<file path="config.mk">
export PLATFORM = sky130hd
export DESIGN_NAME = pipelined_int_datapath
export DESIGN_NICKNAME = d
export VERILOG_FILES = /design/src/rtl/int_dp_pkg.sv /design/src/rtl/param_register_file.sv /design/src/rtl/pipelined_int_datapath.sv
export SDC_FILE = /design/constraint.sdc
export NUM_CORES = 1
export LEC_CHECK = 0
export BUFFER_PORTS_ARGS = -buffer_cell sky130_fd_sc_hd__buf_2
export CAP_MARGIN = 20
export CORE_MARGIN = 2
export CORE_UTILIZATION = 50
export CTS_CLUSTER_DIAMETER = 120
export DETAILED_ROUTE_END_ITERATION = 16
export PLACE_DENSITY = 0.66
export SETUP_SLACK_MARGIN = 0.1
export SLEW_MARGIN = 15
export SYNTH_ARGS = -nofsm -noshare
export SYNTH_HDL_FRONTEND = slang
export SYNTH_SLANG_ARGS = --single-unit
</file>
<file path="constraint.sdc">
create_clock -name clk -period 6.4 [get_ports clk]
set_input_delay 1.28 -clock clk [delete_from_list [all_inputs] [get_ports clk]]
set_output_delay 1.28 -clock clk [all_outputs]
set_load 0.01 [all_outputs]
</file>
<file path="src/rtl/int_dp_pkg.sv">
// Shared definitions for the pipelined integer datapath: ALU operation codes.
package int_dp_pkg;

   localparam int ALU_OP_W = 4;

   typedef enum logic [ALU_OP_W-1:0] {
      ALU_PASS_R  = 4'd0,
      ALU_PASS_S  = 4'd1,
      ALU_ADD     = 4'd2,
      ALU_SUB     = 4'd3,
      ALU_INC     = 4'd4,
      ALU_DEC     = 4'd5,
      ALU_AND     = 4'd6,
      ALU_OR      = 4'd7,
      ALU_XOR     = 4'd8,
      ALU_NOT     = 4'd9,
      ALU_SHL     = 4'd10,
      ALU_SHR     = 4'd11,
      ALU_ASR     = 4'd12,
      ALU_CLR     = 4'd13,
      ALU_SET     = 4'd14,
      ALU_PASS_R2 = 4'd15
   } alu_op_e;

endpackage

</file>
<file path="src/rtl/param_register_file.sv">
// Register file with one synchronous write port and two combinational read ports.
module param_register_file #(
   parameter int DATA_W   = 16,
   parameter int NUM_REGS = 8,
   localparam int ADR_W   = $clog2(NUM_REGS)
) (
   input  logic              clk,
   input  logic              reset,
   input  logic              w_en,
   input  logic [ADR_W-1:0]  w_adr,
   input  logic [DATA_W-1:0] w_data,
   input  logic [ADR_W-1:0]  r_adr,
   output logic [DATA_W-1:0] r_data,
   input  logic [ADR_W-1:0]  s_adr,
   output logic [DATA_W-1:0] s_data
);

   logic [DATA_W-1:0] regs [NUM_REGS];

   always_ff @(posedge clk or negedge reset) begin
      if (!reset) begin
         for (int i = 0; i < NUM_REGS; i++) regs[i] <= '0;
      end else if (w_en) begin
         regs[w_adr] <= w_data;
      end
   end

   assign r_data = regs[r_adr];
   assign s_data = regs[s_adr];

endmodule

</file>
<file path="src/rtl/pipelined_int_datapath.sv">
// Two-stage integer datapath: S1 holds operands, S2 holds the registered result and flags.
module pipelined_int_datapath
   import int_dp_pkg::*;
#(
   parameter int DATA_W   = 16,
   parameter int NUM_REGS = 8,
   localparam int ADR_W   = $clog2(NUM_REGS)
) (
   input  logic                clk,
   input  logic                reset,
   input  logic                in_valid,
   output logic                in_ready,
   input  logic                w_en,
   input  logic [ADR_W-1:0]    w_adr,
   input  logic [ADR_W-1:0]    r_adr,
   input  logic [ADR_W-1:0]    s_adr,
   input  logic [DATA_W-1:0]   ds,
   input  logic                s_sel,
   input  logic [ALU_OP_W-1:0] alu_op,
   output logic                out_valid,
   input  logic                out_ready,
   output logic [DATA_W-1:0]   alu_out,
   output logic [DATA_W-1:0]   reg_out,
   output logic                c,
   output logic                n,
   output logic                z
);

   localparam logic [DATA_W:0]   ONE_X = (DATA_W+1)'(1);
   localparam logic [DATA_W-1:0] ONE_D = DATA_W'(1);

   // Returns {carry, result}; subtraction carry is R + ~S + 1, so 1 means no borrow.
   function automatic logic [DATA_W:0] alu_calc(input alu_op_e op,
                                                input logic [DATA_W-1:0] r,
                                                input logic [DATA_W-1:0] s);
      logic [DATA_W:0] t;
      t = '0;
      case (op)
         ALU_PASS_R, ALU_PASS_R2: t = {1'b0, r};
         ALU_PASS_S:              t = {1'b0, s};
         ALU_ADD:                 t = {1'b0, r} + {1'b0, s};
         ALU_SUB:                 t = {1'b0, r} + {1'b0, ~s} + ONE_X;
         ALU_INC:                 t = {1'b0, r} + ONE_X;
         ALU_DEC:                 t = {1'b0, r} + {1'b0, ~ONE_D} + ONE_X;
         ALU_AND:                 t = {1'b0, r & s};
         ALU_OR:                  t = {1'b0, r | s};
         ALU_XOR:                 t = {1'b0, r ^ s};
         ALU_NOT:                 t = {1'b0, ~s};
         ALU_SHL:                 t = {r, 1'b0};
         ALU_SHR:                 t = {r[0], 1'b0, r[DATA_W-1:1]};
         ALU_ASR:                 t = {r[0], r[DATA_W-1], r[DATA_W-1:1]};
         ALU_CLR:                 t = '0;
         ALU_SET:                 t = {1'b0, {DATA_W{1'b1}}};
         default:                 t = {1'b0, r};
      endcase
      return t;
   endfunction

   logic              s1_valid;
   logic [DATA_W-1:0] s1_r;
   logic [DATA_W-1:0] s1_s;
   alu_op_e           s1_op;
   logic              s1_w_en;
   logic [ADR_W-1:0]  s1_w_adr;

   logic [DATA_W-1:0] rf_r_data;
   logic [DATA_W-1:0] rf_s_data;
   logic [DATA_W:0]   alu_full;
   logic [DATA_W-1:0] alu_res;
   logic [DATA_W-1:0] operand_r;
   logic [DATA_W-1:0] operand_s;
   logic              s2_advance;
   logic              accept;

   assign alu_full   = alu_calc(s1_op, s1_r, s1_s);
   assign alu_res    = alu_full[DATA_W-1:0];
   assign s2_advance = s1_valid && (!out_valid || out_ready);
   assign in_ready   = !s1_valid || s2_advance;
   assign accept     = in_valid && in_ready;

   // The regfile is written on S2 entry, so only the op still in S1 can be newer than it.
   always_comb begin
      operand_r = rf_r_data;
      operand_s = rf_s_data;
      if (s1_valid && s1_w_en && (s1_w_adr == r_adr)) operand_r = alu_res;
      if (s1_valid && s1_w_en && (s1_w_adr == s_adr)) operand_s = alu_res;
      if (s_sel) operand_s = ds;
   end

   param_register_file #(
      .DATA_W  (DATA_W),
      .NUM_REGS(NUM_REGS)
   ) u_regfile (
      .clk   (clk),
      .reset (reset),
      .w_en  (s2_advance && s1_w_en),
      .w_adr (s1_w_adr),
      .w_data(alu_res),
      .r_adr (r_adr),
      .r_data(rf_r_data),
      .s_adr (s_adr),
      .s_data(rf_s_data)
   );

   always_ff @(posedge clk or negedge reset) begin
      if (!reset) begin
         s1_valid <= 1'b0;
         s1_r     <= '0;
         s1_s     <= '0;
         s1_op    <= ALU_PASS_R;
         s1_w_en  <= 1'b0;
         s1_w_adr <= '0;
      end else if (in_ready) begin
         s1_valid <= in_valid;
         if (accept) begin
            s1_r     <= operand_r;
            s1_s     <= operand_s;
            s1_op    <= alu_op_e'(alu_op);
            s1_w_en  <= w_en;
            s1_w_adr <= w_adr;
         end
      end
   end

   always_ff @(posedge clk or negedge reset) begin
      if (!reset) begin
         out_valid <= 1'b0;
         alu_out   <= '0;
         reg_out   <= '0;
         c         <= 1'b0;
         n         <= 1'b0;
         z         <= 1'b0;
      end else if (s2_advance) begin
         out_valid <= 1'b1;
         alu_out   <= alu_res;
         reg_out   <= s1_r;
         c         <= alu_full[DATA_W];
         n         <= alu_res[DATA_W-1];
         z         <= (alu_res == '0);
      end else if (out_ready) begin
         out_valid <= 1'b0;
      end
   end

endmodule

</file>
### After elaboration in Yosys (flattened, before gate mapping)

Index checks and enable logic that the tools add are counted.

| word-level totals | value |
|---|---|
| output and inout port bits | 37 |
| flip-flop bits (word level) | 205 |
| logic and storage cells | 85 |
| input port bits | 35 |

| operators by class | value |
|---|---|
| equality and inequality tests | 17 |
| reductions and logical operators | 16 |
| add/sub/neg operators | 6 |
| bitwise logic cells | 7 |
| muxes and demuxes | 15 |
| $lt $le $gt $ge | 4 |

Operators with widths:

| kind | number |
|---|---|
| 17-bit one-hot mux with 15 select lines | 1 |
| 128-bit bitwise mux | 1 |
| 16-bit two-way mux | 8 |
| 16-bit binary-select mux with 3-bit select | 2 |
| 16-bit demux with 3-bit select | 1 |
| 16-bit by 16-bit adder with 17-bit output | 2 |
| 17-bit by 1-bit adder with 17-bit output (second input constant) | 2 |
| 4-bit == test (second input constant) | 8 |
| 16-bit by 1-bit adder with 17-bit output (second input constant) | 1 |
| 16-bit by 16-bit adder with 17-bit output (second input constant) | 1 |
| 16-bit bitwise AND | 1 |
| 4-bit by 3-bit == test with 1-bit output (second input constant) | 4 |
| 16-bit zero test | 1 |
| 16-bit NOT | 1 |
| 16-bit OR | 1 |
| 16-bit bitwise XOR | 1 |
| 4-bit >= comparator (second input constant) | 3 |
| 3-bit NOT with 4-bit output | 3 |
| 4-bit by 2-bit == test with 1-bit output (second input constant) | 2 |
| 1-bit logical AND | 7 |
| 3-bit == test | 2 |
| 4-bit by 1-bit == test with 1-bit output (second input constant) | 1 |
| 4-bit zero test | 1 |
| 4-bit by 1-bit less-than comparator with 1-bit output (second input constant) | 1 |
| 6 further kinds | 9 |

### Longest topological paths before layout

Gate-level depths: netlist (run 1).

| logic depth | value |
|---|---|
| word-level depth | 6 |
| mapped depth | 20 |
| mapped depth without buffers | 15 |

### Cells and area by module

A second synthesis (run 1) with hierarchy kept.

| unflattened totals | value |
|---|---|
| cell total of the unflattened synthesis | 1353 |
| area, all modules | 14669.1 µm² |

By module, submodules not included:

| module | cells an instance | seq. area each (µm²) | area an instance (µm²) | instances |
|---|---|---|---|---|
| pipelined_int_datapath | 960 | 1901.8 | 7668.6 | 1 |
| param_register_file | 393 | 3203.1 | 7000.5 | 1 |

### Worst setup path after synthesis (run 1)

Ideal clock, no wire load.

| path | value |
|---|---|
| path kind | register -> register |
| start point | register s1_op[0] |
| end point | register z |
| library setup time | 0.104 ns |
| buffers on the path | 6 |
| period minus slack after synthesis | 4.842 ns |
| data arrival time | 4.738 ns |
| setup slack | 1.558 ns |
| cell stages (with the launch flop) | 19 |
| required time | 6.296 ns |
| path through | dfrtp_1 buf_4 buf_6 buf_2 buf_2 clkbuf_1 nor3_1 clkbuf_1 nor2_1 ha_1 and3_1 a2111oi_4 xor2_1 nor2_1 o32a_1 or3_1 or4_1 or4_1 o41ai_2 |

| on the way | value |
|---|---|
| cells in the longest elaborated chain, start to end | 4 |
| elaborated cells between the ends (all ways) | 19 |
| classes of those cells | eq/ne (15); mux (1); reduce/logical (3) |

RTL lines:

| element | RTL line | source |
|---|---|---|
| start, declared | pipelined_int_datapath.sv:62 | `alu_op_e s1_op;` |
| start signal, assigned | pipelined_int_datapath.sv:118 | `s1_op <= alu_op_e'(alu_op);` |
| 4-bit == test / 4-bit zero test (equally long branches) | pipelined_int_datapath.sv:38 | `case (op)` |
| 2-bit OR reduction | pipelined_int_datapath.sv:38 |  |
| 17-bit one-hot mux with 15 select lines (*) | pipelined_int_datapath.sv:38 |  |
| 16-bit zero test (*) | pipelined_int_datapath.sv:139 | `z <= (alu_res == '0);` |
| end signal, assigned | pipelined_int_datapath.sv:139 |  |
| end, declared | pipelined_int_datapath.sv:26 | `output logic z` |

Mark *: on every way between the ends. The rest lies on a longest branch, timed or not.
A chain may end at the register's enable or synchronous reset.

### Worst setup path in the final report (run 1)

| path | value |
|---|---|
| start point | register s1_op[1] |
| end point | register z |

The elaborated chain is that of the path after synthesis.

==> impl_metrics.tcl, run 1 <==
set metrics [dict create \
    netlist.top_cell.by_area "sky130_fd_sc_hd__dfrtp_1" \
    crit_end_element "flip-flop" \
    totalWireLength_um 42400 \
    synthesis.instances 1374 \
    finalSetupTns_ns 0 \
    cts-htree-levels 1 \
    post_route_antenna_net_violation_count 0 \
    core.rowCount 61 \
    areaGrowthSynthToFinish_pct 9.53 \
    ys_async_sr_fraction_pct 100 \
    hold_critical_path_depth 2 \
    finalSetupViolCount 0 \
    crit_path_kind "reg2reg" \
    cts_inserted_buffers 22 \
    rsz_0062_raised_after_global_routing "false" \
    reg2reg_depth 14 \
    number_of_synthesized_flops_with_an_enable_pin 0 \
    hold_path_class "reg2reg" \
    n_antenna_cell 0 \
    rrSetupSlack_ns 1.77 \
    cts_root_buffer "sky130_fd_sc_hd__clkbuf_16" \
    status "finished clean" \
    timing.hold.worst_endpoint "s1_w_en" \
    timing_max_transition_violations_final 0 \
    r2r_end "z" \
    chipWidth_um 173 \
    critPathMaxStageDelay_ns 0.53 \
    cts-resized-gates 0 \
    drtPass1Iterations 5 \
    synth_most_common_cell "sky130_fd_sc_hd__dfrtp_1" \
    dp.final_hpwl_um 29900 \
    detail_route.iter0.violations 1004 \
    port-buffer-count 71 \
    multi_input_comb_area_um2 8530 \
    die_area_um2 29900 \
    maximum_fanout_count_along_the_critical_path 16 \
    seq_area_um2 5100 \
    yosys_warnings 0 \
    setup_slack_ns 1.77 \
    synth_seq_cells 204 \
    dp_cells 1736 \
    cts_hold_buffers 0 \
    area_of_the_core_region_um2 27900 \
    syn_nets 1476 \
    synth_largest_type_area_fraction_pct 35.8 \
    cts.repair_timing.setup_buffer_count 0 \
    cellPowerDensity_nw_per_um2 450 \
    hold_violations 0 \
    layout_fillers 2498 \
    start_util_pct 51.1 \
    ys_top_cells_by_count "sky130_fd_sc_hd__dfrtp_1 (204), sky130_fd_sc_hd__mux2_2 (147), sky130_fd_sc_hd__nand2_1 (95)" \
    reg2reg_from "s1_op[1]" \
    largest_net_degree_at_the_start_of_global_routing 161 \
    synth-seq-area-share_pct 35.8 \
    count_of_clock_tree_sinks 204 \
    netlist_area_before_placement_um2 14300 \
    global_route.usage.total_pct 28.1 \
    min_period_over_period_pct 72.4 \
    detail_route.vias_per_cell 6.40 \
    finish.net_count 1486 \
    final_standard_cell_count_with_taps_included_and_fillers_excluded 1778 \
    die_height_um 173 \
    hp_start "s1_w_en" \
    mean_area_per_synthesized_cell_um2 10.4 \
    clock-skew-final_ns 0.0311 \
    worst_max_slew_margin_expressed_relative_to_the_limit_pct 27.7 \
    crit_path_start_kind "flip-flop" \
    irDropWorstVdd_mv 0.314 \
    clock_latency_at_the_later_pin_of_the_worst_skew_pair_ns 0.53 \
    clock_path_buffers 3 \
    fin_crit_ns 4.63 \
    initial_antenna_violation_count 0 \
    yosys.cell_types.count 87 \
    worstPathCellList "nor3_1 -> buf_4 -> nand2b_1 -> inv_1 -> ha_1 -> a21o_1 -> a2111oi_4 -> o21ai_1 -> xor2_1 -> a2111oi_0 -> a21oi_1 -> or3_1 -> or4_1 -> o41ai_2" \
    placement.setup.worst_slack_ns 1.86 \
    critPathSlowestCell "sky130_fd_sc_hd__dfrtp_1" \
    grt_overflow 0 \
    avgRoutedWirePerCell_um 23.9 \
    crit_arrival_ns 5.03 \
    layout-drive-gt1-share_pct 26.9 \
    drv_cap 0 \
    route.vias.total 11400 \
    cts_tree "built" \
    timing_worst_slew_pin_value_ns 1.08 \
    timing.critical_path.from "s1_op[1]" \
    ys_top_cells_by_area "sky130_fd_sc_hd__dfrtp_1 (36%), sky130_fd_sc_hd__mux2_2 (12%), sky130_fd_sc_hd__mux4_2 (10%)" \
    grt_pass1_vias 11200 \
    global_route_wire_length_before_repair_um 66400 \
    finalWeightedCongestion 0.972 \
    remaining_drc_errors 0 \
    clk_pin_slew_worst_setup_hold_paths_ns 0.06 \
    critical_path_required_ns 6.80 \
    synth_flop_cell "sky130_fd_sc_hd__dfrtp_1" \
    max_clock_freq_mhz 216 \
    io_pins 72 \
    p_leak_nw 6.86 \
]
layout make-up:
| cell class | instances | share of cell area, % |
|---|---|---|
| Timing Repair Buffer | 98 | 3.80 |
| Tap cell | 378 | 3.03 |
| Sequential cell | 204 | 32.7 |
| Clock inverter | 10 | 0.528 |
| Multi-Input combinational cell | 1011 | 54.6 |
| Clock buffer | 30 | 4.24 |
| Inverter | 47 | 1.13 |
report_power, final:
| part | leakage (nW) | total, mW | internal [mW] | switching [mW] |
|---|---|---|---|---|
| Sequential | 2.62 | 2.31 | 1.80 | 0.508 |
| Clock | 0.378 | 1.30 | 0.767 | 0.538 |
| Combinational | 3.87 | 3.41 | 1.54 | 1.88 |
kinds of logic after synthesis:
| kind of cell | count (synthesis) | synth area share [%] |
|---|---|---|
| multiplexers | 250 | 24.5 |
| buffers and inverters | 159 | 4.58 |
| flip-flops | 204 | 35.8 |
| AND/OR/NAND/NOR | 330 | 11.7 |
| XOR/XNOR | 30 | 1.84 |
| adder cells (fa/ha/maj) | 68 | 6.05 |
| AO/OA/AOI/OAI | 333 | 15.6 |
critical path, delay by kind of cell, from the launching register on:
kind            cells  cell delay [ns]
buf+inv             2             0.31
xor+xnor            1             0.17
compound gates      6             1.91
simple gates        4             1.32
fa+ha+maj           1             0.27
flops               1             0.53
cell usage in the layout, fill, tap and decap left out, types with 23 or more instances in the layout:
cell,count
sky130_fd_sc_hd__dfrtp_1,204
sky130_fd_sc_hd__mux2_2,147
sky130_fd_sc_hd__nand2_1,94
sky130_fd_sc_hd__a21oi_1,81
sky130_fd_sc_hd__nor2_1,79
sky130_fd_sc_hd__o21ai_0,72
sky130_fd_sc_hd__buf_2,70
sky130_fd_sc_hd__ha_1,65
sky130_fd_sc_hd__mux4_2,64
sky130_fd_sc_hd__inv_1,46
sky130_fd_sc_hd__mux2i_1,38
sky130_fd_sc_hd__a211oi_1,27
sky130_fd_sc_hd__o211ai_1,26
sky130_fd_sc_hd__nor3_1,25
sky130_fd_sc_hd__buf_4,24
sky130_fd_sc_hd__clkbuf_16,23
flip-flops by register name (all words and copies together) (netlist names):
| signal | cells |
|---|---|
| s1_w_en | 1 |
| z | 1 |
| c | 1 |
| out_valid | 1 |
| reg_out | 16 |
| s1_r | 16 |
| alu_out | 16 |
| s1_op | 4 |
| s1_valid | 1 |
| s1_s | 16 |
| s1_w_adr | 3 |
| u_regfile.regs | 128 |
stage by stage:
stage	utilization, %	hold slack (ns)	area, um2	total power [mW]
3_5_place_dp	53.2	0.468	14900	5.65
5_1_grt	55.9	0.496	15600	7.46
3_3_place_gp	53.1	0.464	14800	5.59
4_1_cts	55.9	0.482	15600	6.97
2_1_floorplan	-	0.446	14300	4.66
6_report	55.9	0.475	15600	7.03
metal layers:
layer | vias up | share of wire [%] | GRT usage (%)
li1 | 5152 | - | -
met1 | 5667 | 42 | 39.1
met2 | 471 | 47 | 44.8
met3 | 96 | 6.8 | 3.61
met4 | 0 | 4.0 | 11.4
met5 | - | 0 | 0
worst max path at each step:
stage               endpoint  slack [ns]  depth (start not counted)
floorplan                  z        1.56                         18
global placement           z        1.93                         13
detailed placement         z        1.86                         13
CTS                        z        1.81                         13
global route               z        1.49                         13
finish                     z        1.77                         14
Power figures use the tool's default switching activity.
==> inputs of run 2 (changes only) <==
==> constraint.sdc (replaced) <==
create_clock -name clk -period 4.55 [get_ports clk]
set_input_delay 0.91 -clock clk [delete_from_list [all_inputs] [get_ports clk]]
set_output_delay 0.91 -clock clk [all_outputs]
set_load 0.01 [all_outputs]
==> impl_metrics.tcl, run 2 (synthesis results as in run 1) <==
set metrics [dict create \
    area_of_the_core_region_um2 27900 \
    post_route_antenna_net_violation_count 0 \
    crit_end_element "flip-flop" \
    global_route_wire_length_before_repair_um 68400 \
    rsz_0062_raised_after_global_routing "false" \
    worstPathCellList "nand2b_1 -> nor3_4 -> buf_12 -> nor2_1 -> ha_1 -> and3_4 -> a2111oi_4 -> o21ai_1 -> xor2_1 -> a2111oi_1 -> a21oi_1 -> or3_1 -> or4_1 -> o41ai_2" \
    layout_fillers 2493 \
    layout_common_cells "sky130_fd_sc_hd__dfrtp_1 (203), sky130_fd_sc_hd__mux2_2 (147), sky130_fd_sc_hd__nand2_1 (94)" \
    global_route.usage.total_pct 29.3 \
    io_pins 72 \
    chipWidth_um 173 \
    critPathSlowestCell "sky130_fd_sc_hd__or4_1" \
    die_height_um 173 \
    cellPowerDensity_nw_per_um2 640 \
    intPower_mw 6.00 \
    cts_tree "built" \
    largest_net_degree_at_the_start_of_global_routing 86 \
    multi_input_comb_area_um2 8550 \
    finish.net_count 1527 \
    avgRoutedWirePerCell_um 24.5 \
    fin_area_um2 16000 \
    max_clock_freq_mhz 237 \
    totalWireLength_um 44600 \
    clock_latency_at_the_later_pin_of_the_worst_skew_pair_ns 0.51 \
    port-buffer-count 71 \
    placed_cell_area_um2 15200 \
    worst_max_slew_margin_expressed_relative_to_the_limit_pct 22.5 \
    irDropWorstVdd_mv 0.349 \
    timing_worst_slew_pin_value_ns 1.16 \
    detail_route.iter0.violations 1224 \
    largest-register "u_regfile.regs" \
    timing_max_transition_violations_final 0 \
    clock-skew-final_ns 0.0171 \
    route.vias.total 11700 \
    die_area_um2 29900 \
    min_period_over_period_pct 92.7 \
    initial_antenna_violation_count 0 \
    maximum_fanout_count_along_the_critical_path 7 \
    count_of_clock_tree_sinks 204 \
    critical_path_required_ns 4.95 \
    start_util_pct 51.1 \
    p_leak_nw 7.06 \
    utilization_pct 57.2 \
    dp.final_hpwl_um 31700 \
    areaGrowthSynthToFinish_pct 12.0 \
    remaining_drc_errors 0 \
    detail_route.vias_per_cell 6.41 \
    finalSetupTns_ns 0 \
    layout-drive-gt1-share_pct 28.8 \
    core.rowCount 61 \
    cts_root_buffer "sky130_fd_sc_hd__clkbuf_16" \
    final.hold.worst_slack_ns 0.427 \
    drtPass1Iterations 5 \
    mostFrequentLayoutCell "sky130_fd_sc_hd__dfrtp_1" \
    hold_path_class "in2async" \
    power.share.combinational_pct 51.2 \
    critPathMaxStageDelay_ns 0.51 \
    status "finished clean" \
    clk_pin_slew_worst_setup_hold_paths_ns 0.06 \
    largest_register_ff_count 128 \
    crit_path_start_kind "flip-flop" \
    hold_violations 0 \
    cts_inserted_buffers 22 \
    crit_path_kind "reg2reg" \
    psw_mw 4.23 \
    finalSetupViolCount 0 \
    cts_hold_buffers 0 \
    cts-htree-levels 1 \
    drv_cap 0 \
    pwr-share-seq_pct 30.5 \
    fin_crit_ns 4.22 \
    grt_overflow 0 \
    clock_path_buffers 3 \
    grt_pass1_vias 11300 \
    clkPwrFrac_pct 18.2 \
    crit_arrival_ns 4.62 \
    seq_area_um2 5110 \
    finalWeightedCongestion 0.993 \
    power.share.switching_pct 41.3 \
]
run 2: cell types whose count changed in the layout (fill, tap and decap cells not counted), moves of 2 or more:
| cell | before | now |
|---|---|---|
| sky130_fd_sc_hd__a2111oi_1 | 0 | 3 |
| sky130_fd_sc_hd__buf_8 | 2 | 0 |
| sky130_fd_sc_hd__buf_4 | 24 | 65 |
| sky130_fd_sc_hd__a2111oi_0 | 9 | 6 |
| sky130_fd_sc_hd__clkbuf_1 | 1 | 5 |
| sky130_fd_sc_hd__clkinv_2 | 7 | 3 |
| sky130_fd_sc_hd__inv_6 | 2 | 0 |
| sky130_fd_sc_hd__clkbuf_8 | 7 | 3 |
| sky130_fd_sc_hd__buf_12 | 1 | 3 |
| sky130_fd_sc_hd__bufinv_16 | 1 | 3 |
run 2: area by class of cell:
type / instances / share of cell area (%)
Clock buffer: 30 / 3.89
Multi-Input combinational cell: 1011 / 53.5
Tap cell: 378 / 2.96
Sequential cell: 204 / 32.0
Clock inverter: 9 / 0.861
Timing Repair Buffer: 139 / 5.71
Antenna cell: 1 / 0.0157
Inverter: 47 / 1.10
run 2: layer usage:
layer  part of all wire (%)  vias to the layer above  track usage (%)
li1                       -                     5250                -
met1                     43                     5860             40.7
met2                     48                      458             48.1
met3                    5.9                       93             2.73
met4                    3.6                        0             10.7
met5                      0                        -                0
run 2: worst paths after layout:
path | from | to | slack, ns | cells after the start
min in group clk | reg_out[2] | reg_out[2] | 0.47 | 2
worst max register to register | s1_op[3] | z | 0.33 | 14
max in group asynchronous | reset | u_regfile.regs[77] | 3.05 | 2
worst min-delay path | reset | u_regfile.regs[88] | 0.43 | 1
worst max-delay path | s1_op[3] | z | 0.33 | 14
worst min register to register | reg_out[2] | reg_out[2] | 0.47 | 2
run 2: what timing repair did:
| item | in CTS | in global routing |
|---|---|---|
| resized for setup | 0 | 3 |
| setup endpoints to repair | 0 | 3 |
| buffers inserted | 0 | 2 |
run 2: critical path: cells and delay by family, from the launching register on:
family          cells  cell delay (ns)
xor+xnor            1             0.19
simple gates        6             1.52
flops               1             0.37
buf+inv             1             0.14
compound gates      5             1.53
fa+ha+maj           1             0.37
run 2: power by group through the flow:
stage	logic, mW	clock network, mW	registers, mW
2_1_floorplan	3.53	0	3.04
3_3_place_gp	5.08	0	3.08
3_5_place_dp	5.11	0	3.13
4_1_cts	5.15	1.90	3.11
5_1_grt	5.62	1.97	3.22
6_report	5.24	1.87	3.12
run 2: metrics by stage:
| stage | setup slack [ns] | std cells | total power [mW] |
|---|---|---|---|
| 2_1_floorplan | 0.103 | 1374 | 6.57 |
| 3_3_place_gp | 0.289 | 1776 | 8.15 |
| 3_5_place_dp | 0.228 | 1776 | 8.25 |
| 4_1_cts | 0.202 | 1815 | 10.2 |
| 5_1_grt | 0.137 | 1818 | 10.8 |
| 6_report | 0.331 | 1819 | 10.2 |
